File: config.mk
export PLATFORM = sky130hd
export DESIGN_NAME = seg7_scan_ctrl
export DESIGN_NICKNAME = d
export VERILOG_FILES = /design/src/rtl/seg7_pkg.sv /design/src/rtl/seg7_hex_decoder.sv /design/src/rtl/seg7_scan_ctrl.sv
export SDC_FILE = /design/constraint.sdc
export NUM_CORES = 1
export LEC_CHECK = 0
export ABC_CLOCK_PERIOD_IN_PS = 5180
export CELL_PAD_IN_SITES_DETAIL_PLACEMENT = 1
export CELL_PAD_IN_SITES_GLOBAL_PLACEMENT = 1
export CORE_ASPECT_RATIO = 0.5
export CORE_MARGIN = 2
export CORE_UTILIZATION = 46
export DETAILED_ROUTE_END_ITERATION = 8
export PLACE_DENSITY = 0.77
export SLEW_MARGIN = 20
export SYNTH_ARGS = -nofsm -noshare
export SYNTH_HDL_FRONTEND = slang
export SYNTH_SLANG_ARGS = --single-unit
File: constraint.sdc
create_clock -name clk -period 5.18 [get_ports clk]
set_input_delay 1.036 -clock clk [delete_from_list [all_inputs] [get_ports clk]]
set_output_delay 1.036 -clock clk [all_outputs]
set_load 0.005 [all_outputs]
File: src/rtl/seg7_pkg.sv
// Shared constants for the 7-segment scan controller.
//   SUBSLOTS  : number of PWM subslots in each digit slot
//   SEG_BLANK : led_cx value for a dark digit (active-low, all segments off)
//   SEG_TABLE : hex nibble to active-low segment pattern, bits [6:0] = g..a
package seg7_pkg;

  localparam int SUBSLOTS = 16;

  localparam logic [7:0] SEG_BLANK = 8'hFF;

  localparam logic [6:0] SEG_TABLE [16] = '{
    7'b1000000,  // 0
    7'b1111001,  // 1
    7'b0100100,  // 2
    7'b0110000,  // 3
    7'b0011001,  // 4
    7'b0010010,  // 5
    7'b0000010,  // 6
    7'b1111000,  // 7
    7'b0000000,  // 8
    7'b0011000,  // 9
    7'b0001000,  // A
    7'b0000011,  // b
    7'b0100111,  // c
    7'b0100001,  // d
    7'b0000110,  // E
    7'b0001110   // F
  };

endpackage

File: src/rtl/seg7_hex_decoder.sv
// Combinational hex digit decoder.
//   nibble : hex value to show
//   dp     : 1 lights the decimal point
//   cx     : active-low segments, bit7 = dp, bits[6:0] = g..a
module seg7_hex_decoder
  import seg7_pkg::*;
(
  input  logic [3:0] nibble,
  input  logic       dp,
  output logic [7:0] cx
);

  // Table lookup; the decimal point is active-low like the segments.
  always_comb begin
    cx = {~dp, SEG_TABLE[nibble]};
  end

endmodule

File: src/rtl/seg7_scan_ctrl.sv
// Multiplexed 7-segment display scanner with PWM brightness, blink,
// leading-zero blanking and tear-free (frame-aligned) data updates.
//   clk, rst    : clock, asynchronous active-high reset
//   data        : hex nibbles, digit 0 in bits [3:0]
//   data_en     : one-cycle load strobe for data / dp_mask / blink_mask
//   dp_mask     : 1 lights the decimal point of that digit
//   blink_mask  : 1 makes that digit blink
//   lzb         : leading-zero blanking enable (live)
//   bright      : PWM duty, digit on for subslots 0..bright (live)
//   led_en      : active-low digit enables, at most one low
//   led_cx      : active-low segments, bit7 = dp, bits[6:0] = g..a
//   frame_start : one-cycle pulse when the digit 0 slot begins
module seg7_scan_ctrl
  import seg7_pkg::*;
#(
  parameter int NUM_DIGITS   = 8,
  parameter int SCAN_CYCLES  = 200000,
  parameter int BLINK_FRAMES = 64
) (
  input  logic                    clk,
  input  logic                    rst,
  input  logic [4*NUM_DIGITS-1:0] data,
  input  logic                    data_en,
  input  logic [NUM_DIGITS-1:0]   dp_mask,
  input  logic [NUM_DIGITS-1:0]   blink_mask,
  input  logic                    lzb,
  input  logic [3:0]              bright,
  output logic [NUM_DIGITS-1:0]   led_en,
  output logic [7:0]              led_cx,
  output logic                    frame_start
);

  localparam int SUB_CYCLES = SCAN_CYCLES / SUBSLOTS;
  localparam int SUB_W      = (SUB_CYCLES > 1)   ? $clog2(SUB_CYCLES)   : 1;
  localparam int IDX_W      = (NUM_DIGITS > 1)   ? $clog2(NUM_DIGITS)   : 1;
  localparam int FR_W       = (BLINK_FRAMES > 1) ? $clog2(BLINK_FRAMES) : 1;

  // The slot counter is kept as (subslot, cycle-within-subslot) so the
  // PWM comparison needs no divider.
  logic [SUB_W-1:0]        sub_cyc_r;
  logic [3:0]              subslot_r;
  logic [IDX_W-1:0]        idx_r;
  logic [FR_W-1:0]         frame_cnt_r;
  logic                    phase_r;

  logic [4*NUM_DIGITS-1:0] pend_data_r;
  logic [NUM_DIGITS-1:0]   pend_dp_r;
  logic [NUM_DIGITS-1:0]   pend_blink_r;
  logic [4*NUM_DIGITS-1:0] disp_data_r;
  logic [NUM_DIGITS-1:0]   disp_dp_r;
  logic [NUM_DIGITS-1:0]   disp_blink_r;

  logic                    sub_wrap_s;
  logic                    slot_wrap_s;
  logic                    commit_s;
  logic                    frame_begin_s;
  logic [3:0]              cur_nib_s;
  logic                    cur_dp_s;
  logic                    seen_s;
  logic                    lead_zero_s;
  logic                    blank_s;
  logic [NUM_DIGITS-1:0]   en_onehot_s;
  logic [7:0]              dec_cx_s;

  // Wrap conditions of the scan counters; commit happens as the index wraps to 0.
  always_comb begin
    sub_wrap_s    = (sub_cyc_r == SUB_W'(SUB_CYCLES - 1));
    slot_wrap_s   = sub_wrap_s && (subslot_r == 4'd15);
    commit_s      = slot_wrap_s && (idx_r == IDX_W'(NUM_DIGITS - 1));
    frame_begin_s = (sub_cyc_r == {SUB_W{1'b0}}) && (subslot_r == 4'd0) &&
                    (idx_r == {IDX_W{1'b0}});
  end

  // Scan counters, digit index and blink phase.
  always_ff @(posedge clk or posedge rst) begin
    if (rst) begin
      sub_cyc_r   <= {SUB_W{1'b0}};
      subslot_r   <= 4'd0;
      idx_r       <= {IDX_W{1'b0}};
      frame_cnt_r <= {FR_W{1'b0}};
      phase_r     <= 1'b0;
    end else begin
      if (sub_wrap_s) begin
        sub_cyc_r <= {SUB_W{1'b0}};
        subslot_r <= subslot_r + 4'd1;
      end else begin
        sub_cyc_r <= sub_cyc_r + {{(SUB_W-1){1'b0}}, 1'b1};
      end
      if (commit_s) begin
        idx_r <= {IDX_W{1'b0}};
      end else if (slot_wrap_s) begin
        idx_r <= idx_r + {{(IDX_W-1){1'b0}}, 1'b1};
      end
      if (commit_s) begin
        if (frame_cnt_r == FR_W'(BLINK_FRAMES - 1)) begin
          frame_cnt_r <= {FR_W{1'b0}};
          phase_r     <= ~phase_r;
        end else begin
          frame_cnt_r <= frame_cnt_r + {{(FR_W-1){1'b0}}, 1'b1};
        end
      end
    end
  end

  // Pending register: the last strobe in a frame wins.
  always_ff @(posedge clk or posedge rst) begin
    if (rst) begin
      pend_data_r  <= {(4*NUM_DIGITS){1'b0}};
      pend_dp_r    <= {NUM_DIGITS{1'b0}};
      pend_blink_r <= {NUM_DIGITS{1'b0}};
    end else if (data_en) begin
      pend_data_r  <= data;
      pend_dp_r    <= dp_mask;
      pend_blink_r <= blink_mask;
    end
  end

  // Display register, updated only between frames; a strobe on the commit
  // cycle bypasses the pending register.
  always_ff @(posedge clk or posedge rst) begin
    if (rst) begin
      disp_data_r  <= {(4*NUM_DIGITS){1'b0}};
      disp_dp_r    <= {NUM_DIGITS{1'b0}};
      disp_blink_r <= {NUM_DIGITS{1'b0}};
    end else if (commit_s) begin
      if (data_en) begin
        disp_data_r  <= data;
        disp_dp_r    <= dp_mask;
        disp_blink_r <= blink_mask;
      end else begin
        disp_data_r  <= pend_data_r;
        disp_dp_r    <= pend_dp_r;
        disp_blink_r <= pend_blink_r;
      end
    end
  end

  // Current digit, leading-zero detection and the overall blank decision.
  // A digit is "significant" once any digit at or above it is non-zero or
  // has its decimal point lit; only non-significant digits above 0 blank.
  always_comb begin
    cur_nib_s   = disp_data_r[{idx_r, 2'b00} +: 4];
    cur_dp_s    = disp_dp_r[idx_r];
    seen_s      = 1'b0;
    lead_zero_s = 1'b0;
    for (int i = NUM_DIGITS - 1; i >= 0; i--) begin
      seen_s = seen_s | (disp_data_r[i*4 +: 4] != 4'd0) | disp_dp_r[i];
      if (i == int'(idx_r)) begin
        lead_zero_s = ~seen_s;
      end else begin
        lead_zero_s = lead_zero_s;
      end
    end
    blank_s = (subslot_r > bright) ||
              (phase_r && disp_blink_r[idx_r]) ||
              (lzb && lead_zero_s && (idx_r != {IDX_W{1'b0}}));
    en_onehot_s        = {NUM_DIGITS{1'b1}};
    en_onehot_s[idx_r] = 1'b0;
  end

  seg7_hex_decoder u_dec (
    .nibble (cur_nib_s),
    .dp     (cur_dp_s),
    .cx     (dec_cx_s)
  );

  // Registered outputs, one cycle behind the counter state that selects them.
  always_ff @(posedge clk or posedge rst) begin
    if (rst) begin
      led_en      <= {NUM_DIGITS{1'b1}};
      led_cx      <= SEG_BLANK;
      frame_start <= 1'b0;
    end else begin
      frame_start <= frame_begin_s;
      if (blank_s) begin
        led_en <= {NUM_DIGITS{1'b1}};
        led_cx <= SEG_BLANK;
      end else begin
        led_en <= en_onehot_s;
        led_cx <= dec_cx_s;
      end
    end
  end

endmodule

==> impl_metrics.json, run 1 <==
{
  "outcome": "completed",
  "rsz0062_at_grt": "false",
  "cp-start-kind": "flop",
  "worstHoldStart": "phase_r$_DFFE_PP0P_",
  "nets": 645,
  "multi_input_area_um2": 2660,
  "cts_setup_buffers": 0,
  "grt_pass1_vias": 4538,
  "setup.worst_path.class": "reg2reg",
  "fin_ws_ns": 1.67,
  "max_freq_ghz": 0.285,
  "numClockSinks": 141,
  "irDropWorstVdd_v": 0.000150,
  "die-width_um": 170,
  "drc_errors": 0,
  "required_ns": 5.51,
  "drt_iter0_drc": 224,
  "end_kind": "flop",
  "std_cell_rows": 30,
  "place_area_um2": 7280,
  "cts-root-buf": "clkbuf_16",
  "synth-seq-area-share_pct": 55.7,
  "finalSetupTns_ns": 0,
  "syn_to_final_growth_pct": 23.9,
  "post-place-ws_ns": 1.72,
  "gr-usage-all-layers_pct": 22.2,
  "dieArea_um2": 14900,
  "port_buffers": 72,
  "grt_pass1_wl_um": 24700,
  "antenna_found_initial": 0,
  "ys_ff_latch": 141,
  "dp.final_hpwl_um": 9820,
  "tritoncts": "yes",
  "hold_buffers": 0,
  "tightest_slew_ns": 1.03,
  "syn_area_um2": 6370,
  "maxSlewHeadroom_pct": 29.6,
  "worstPathMaxFanout": 23,
  "dr.pass1.iters": 6,
  "place.gp.congestion": 0.821,
  "mostFrequentLayoutCells": "dfrtp_1, clkdlybuf4s50_1, mux2_2, mux2_1, nand2_1",
  "p_per_area_nw_per_um2": 338,
  "clkLatencyLatePin_ns": 0.43,
  "timing.final.crit_share_pct": 67.8,
  "antenna_left": 0,
  "overflow": 0,
  "coreArea_um2": 13600,
  "fin_util_pct": 58.2,
  "finalInstanceArea_um2": 7890,
  "via_per_inst": 5.41,
  "async_reset_ff_share_pct": 100,
  "synth-edff-count": 0,
  "r2r-start": "idx_r[0]$_DFFE_PP0P_",
  "drive_gt1_share_pct": 20.4,
  "grt_start_max_net_pins": 86,
  "wl_per_cell_um": 19.1,
  "hold_path_depth": 1,
  "fin_skew_ns": 0.0101,
  "start_util_pct": 47.0,
  "hold_class": "reg2reg",
  "final-seq-area_um2": 3550,
  "synth_nets": 570,
  "antenna_cells": 0,
  "startpoint": "idx_r[0]$_DFFE_PP0P_",
  "power_mw": 2.66,
  "syn_inst": 494,
  "synth_cell_types": 50,
  "cellLeakagePower_nw": 3.47,
  "numCtsBuffers": 17,
  "period_needed_ns": 3.51,
  "n_fill_cell": 1329,
  "final_max_slew_viol_count": 0,
  "avgSynthCellArea_um2": 12.9,
  "clk_pin_slew_ns": 0.06,
  "yosys_warnings": 0,
  "ys.flop_type": "dfrtp_1",
  "cts_max_path_buffers": 2,
  "worst_r2r_path_depth": 9,
  "vias": 4184,
  "die_height_um": 87.2,
  "maxCapViolations": 0,
  "cts.htree.levels": 4,
  "hold_viol": 0,
  "io_pins": 73,
  "mostFrequentLayoutCell": "dfrtp_1",
  "setup_viol": 0,
  "cp.arrival_ns": 3.84,
  "postCtsResizedCells": 0,
  "wl_um": 14800
}
[metrics by stage]
stage               instances  hold WS (ns)
finish                    774         0.477
global route              774         0.507
CTS                       774         0.484
detailed placement        742         0.475
global placement          742         0.473
floorplan                 494         0.446
[flip-flops by register name, indices dropped and copies added (netlist names), 8 cells and up]
register and flops:
disp_blink_r 8, led_cx 8, pend_data_r 32, pend_dp_r 8, pend_blink_r 8, disp_dp_r 8, led_en 8, disp_data_r 32
sub_cyc_r 14
[report_power, final]
group	total (mW)	internal (mW)	switching, mW	leakage [nW]
sequential	1.20	1.17	0.0302	1.74
clock	1.27	0.772	0.495	0.286
combinational	0.199	0.110	0.0883	1.45
total	2.66	2.05	0.613	3.47
[area by class of cell]
class	instances	area share [%]
Clock buffer	19	5.61
Clock inverter	13	2.09
Inverter	20	1.01
Multi-Input combinational cell	312	33.7
Sequential cell	141	45.0
Tap cell	192	3.04
Timing Repair Buffer	77	9.58
[Yosys cell counts (all sizes together) (2+ instances only)]
master / number / area, µm²
ha: 20 / 250
nor2: 24 / 90.1
a21oi: 6 / 30.0
nand3: 16 / 85.1
nand4: 12 / 81.3
nor4: 5 / 46.3
o21ai: 11 / 55.1
mux2i: 9 / 90.1
a311o: 2 / 20.0
or4: 6 / 48.8
nand3b: 2 / 15.0
dfrtp: 125 / 3130
xor2: 7 / 61.3
and2: 2 / 12.5
nand2: 36 / 135
xnor2: 11 / 96.3
a21o: 2 / 15.0
or3: 2 / 12.5
and3: 4 / 25.0
buf: 12 / 55.1
nor3: 6 / 30.0
dfstp: 16 / 420
mux4: 8 / 180
clkbuf: 9 / 33.8
o211ai: 8 / 60.1
mux2: 97 / 1090
inv: 19 / 71.3
[worst max-delay path, stage by stage, from the launching register on]
cell,delay [ns]
dfrtp_1,0.97
inv_1,0.35
a311o_1,0.36
a222oi_1,0.78
inv_1,0.17
ha_1,0.26
and2_1,0.16
a21oi_1,0.14
mux2_2,0.18
nand2_1,0.05
[per-layer routing]
| layer | global-route usage (%) | wire length, µm | part of all wire (%) |
|---|---|---|---|
| met1 | 29.6 | 6980 | 47 |
| met4 | 7.85 | 161 | 1.1 |
| met5 | 0 | 0 | 0 |
| met3 | 4.32 | 544 | 3.7 |
| met2 | 36.9 | 7090 | 48 |
[path summary, 6_finish.rpt]
check,end,slack [ns]
setup / recovery,led_cx[0]$_DFF_PP1_,1.67
hold / removal,phase_r$_DFFE_PP0P_,0.48
setup reg to reg,led_cx[0]$_DFF_PP1_,1.67
hold reg to reg,phase_r$_DFFE_PP0P_,0.48
max in group asynchronous,pend_blink_r[4]$_DFF_PP0_,3.17
min in group asynchronous,pend_data_r[1]$_DFF_PP0_,1.12
[cell families (layout without fill, tap and decap cells)]
kind of cell	Yosys count	after routing	share of synthesized area, %
flip-flops	141	141	55.7
adder cells (fa/ha/maj)	20	20	3.93
multiplexers	114	114	21.4
AO/OA/AOI/OAI	41	41	4.40
AND/OR/NAND/NOR	119	119	9.56
buffers and inverters	41	129	2.57
XOR/XNOR	18	18	2.47
Power figures use the tool's default switching activity.
==> inputs of run 2 (changes only) <==
--- a/config.mk
+++ b/config.mk
@@ -5,14 +5,14 @@
 export SDC_FILE = /design/constraint.sdc
 export NUM_CORES = 1
 export LEC_CHECK = 0
-export ABC_CLOCK_PERIOD_IN_PS = 5180
+export ABC_CLOCK_PERIOD_IN_PS = 3100
 export CELL_PAD_IN_SITES_DETAIL_PLACEMENT = 1
 export CELL_PAD_IN_SITES_GLOBAL_PLACEMENT = 1
 export CORE_ASPECT_RATIO = 0.5
 export CORE_MARGIN = 2
-export CORE_UTILIZATION = 46
+export CORE_UTILIZATION = 41
 export DETAILED_ROUTE_END_ITERATION = 8
-export PLACE_DENSITY = 0.77
+export PLACE_DENSITY = 0.72
 export SLEW_MARGIN = 20
 export SYNTH_ARGS = -nofsm -noshare
 export SYNTH_HDL_FRONTEND = slang
==> constraint.sdc (replaced) <==
create_clock -name clk -period 3.1 [get_ports clk]
set_input_delay 0.62 -clock clk [delete_from_list [all_inputs] [get_ports clk]]
set_output_delay 0.62 -clock clk [all_outputs]
set_load 0.005 [all_outputs]
==> impl_metrics.json, run 2 (same netlist as run 1, synthesis figures left out) <==
{
  "worst_r2r_path_depth": 8,
  "irDropWorstVdd_v": 0.000414,
  "syn_to_final_growth_pct": 25.8,
  "clk_pin_slew_ns": 0.06,
  "mostFrequentLayoutCells": "dfrtp_1, clkdlybuf4s50_1, mux2_2, mux2_1, nand2_1",
  "cts_setup_buffers": 0,
  "setup.worst_path.class": "reg2reg",
  "cts.htree.levels": 4,
  "tritoncts": "yes",
  "hold_viol": 0,
  "via_per_inst": 5.28,
  "postCtsResizedCells": 0,
  "required_ns": 3.44,
  "hold_class": "reg2reg",
  "mostFrequentLayoutCell": "dfrtp_1",
  "wl_per_cell_um": 18.6,
  "vias": 4195,
  "setup_viol": 0,
  "io_pins": 73,
  "startpoint": "idx_r[0]$_DFFE_PP0P_",
  "outcome": "completed",
  "std_cell_rows": 32,
  "nets": 654,
  "gr-usage-all-layers_pct": 19.5,
  "worst_hold_path.endpoint": "pend_data_r[31]$_DFF_PP0_",
  "antenna_left": 0,
  "grt_start_max_net_pins": 63,
  "finalSetupTns_ns": 0,
  "r2r-start": "idx_r[0]$_DFFE_PP0P_",
  "antenna_cells": 0,
  "cts-root-buf": "clkbuf_16",
  "hold_path_depth": 1,
  "placed_cells": 763,
  "maxCapViolations": 0,
  "max_freq_ghz": 0.373,
  "clkLatencyLatePin_ns": 0.42,
  "cts_max_path_buffers": 2,
  "numClockSinks": 141,
  "antenna_found_initial": 0,
  "timing.final.crit_share_pct": 86.5,
  "cp-start-kind": "flop",
  "hold_buffers": 0,
  "die_height_um": 92.2,
  "numCtsBuffers": 17,
  "dieArea_um2": 16600,
  "cellLeakagePower_nw": 3.52,
  "stdcell_count": 795,
  "cp.arrival_ns": 3.02,
  "grt_pass1_wl_um": 25000,
  "final_max_slew_viol_count": 0,
  "period_needed_ns": 2.68,
  "rsz0062_at_grt": "false",
  "drive_gt1_share_pct": 21.7,
  "reg2reg_to": "led_cx[0]$_DFF_PP1_",
  "dr.pass1.iters": 5,
  "drc_errors": 0,
  "wl_um": 14800,
  "tightest_slew_ns": 0.647,
  "grt_pass1_vias": 4695,
  "maxSlewHeadroom_pct": 56.9,
  "dp.final_hpwl_um": 10400,
  "fin_skew_ns": 0.0138,
  "p_per_area_nw_per_um2": 555,
  "start_util_pct": 41.7,
  "die-width_um": 180,
  "r2r_setup_slack_ns": 0.42,
  "top_regs": "disp_data_r: 32 flops, pend_data_r: 32 flops, sub_cyc_r: 14 flops",
  "worstPathMaxFanout": 19,
  "coreArea_um2": 15300,
  "worstHoldStart": "pend_data_r[31]$_DFF_PP0_",
  "end_kind": "flop",
  "port_buffers": 72,
  "drt_iter0_drc": 242,
  "place.gp.congestion": 0.837,
  "overflow": 0
}
## run 2: cell count changes in the layout (fill, tap and decap cells not counted)
| cell | delta |
|---|---|
| buf_12 | +3 |
| buf_2 | +1 |
| buf_4 | +5 |
| clkbuf_1 | +1 |
| clkbuf_8 | +2 |
| clkinv_4 | -1 |
| clkinvlp_4 | +1 |
| inv_6 | -3 |
| mux2i_1 | -1 |
| mux2i_2 | +1 |
## run 2: cell type report
class                   count  area (µm²)
flip-flops and latches    141        3550
fillers                  1569        7280
inverters                  20        78.8
well taps                 204         255
multi-input cells         312        2660
repair buffers             86         858
clock inverters            10         139
clock buffers              22         474
## run 2: critical path, stage by stage, from the launching register on
cell and delay, ns:
dfrtp_1 0.49, buf_12 0.21, mux4_2 0.53, mux2i_2 0.43, inv_1 0.16, ha_1 0.29, mux2i_1 0.22, mux2_2 0.19
nand2_1 0.07
## run 2: metrics by stage
stage	hold WS, ns	power [mW]	setup WS [ns]	util, %	instance area [µm²]
2_1_floorplan	0.446	2.20	0.551	-	6380
3_3_place_gp	0.477	2.36	0.409	48.4	7400
3_5_place_dp	0.482	2.38	0.250	48.4	7400
4_1_cts	0.495	4.50	0.206	52.4	8010
5_1_grt	0.511	4.61	0.210	52.4	8020
6_report	0.495	4.45	0.417	52.4	8020
## run 2: power breakdown
part           leakage, nW  total, mW  internal [mW]  switching [mW]
combinational         1.49      0.334          0.190           0.144
sequential            1.74       2.00           1.95          0.0497
clock                0.288       2.11           1.33           0.784
## run 2: worst max-delay path by stage
| stage | to | cells after the start | slack, ns |
|---|---|---|---|
| finish | led_cx[0]$_DFF_PP1_ | 8 | 0.42 |
| global route | led_cx[1]$_DFF_PP1_ | 10 | 0.21 |
| CTS | led_cx[0]$_DFF_PP1_ | 8 | 0.21 |
| detailed placement | led_cx[0]$_DFF_PP1_ | 8 | 0.25 |
| global placement | led_cx[1]$_DFF_PP1_ | 9 | 0.41 |
| floorplan | led_cx[0]$_DFF_PP1_ | 11 | 0.55 |
## run 2: per-layer routing
metal  wire length [µm]  share of wire, %  vias to the layer above  global-route usage (%)
met4                205               1.4                        0                    6.99
met2               7230                49                       65                    32.9
met5                  0                 0                        -                       0
met3                564               3.8                       16                    3.65
li1                   -                 -                     1937                       -
met1               6760                46                     2177                    25.2
==> inputs of run 3 (changes only) <==
--- a/config.mk
+++ b/config.mk
@@ -11,6 +11,7 @@
 export CORE_ASPECT_RATIO = 0.5
 export CORE_MARGIN = 2
 export CORE_UTILIZATION = 41
+export CTS_CLUSTER_SIZE = 28
 export DETAILED_ROUTE_END_ITERATION = 8
 export PLACE_DENSITY = 0.72
 export SLEW_MARGIN = 20
==> results of run 3 <==
No change in the layout: final DEF, timing and power equal those of run 2.
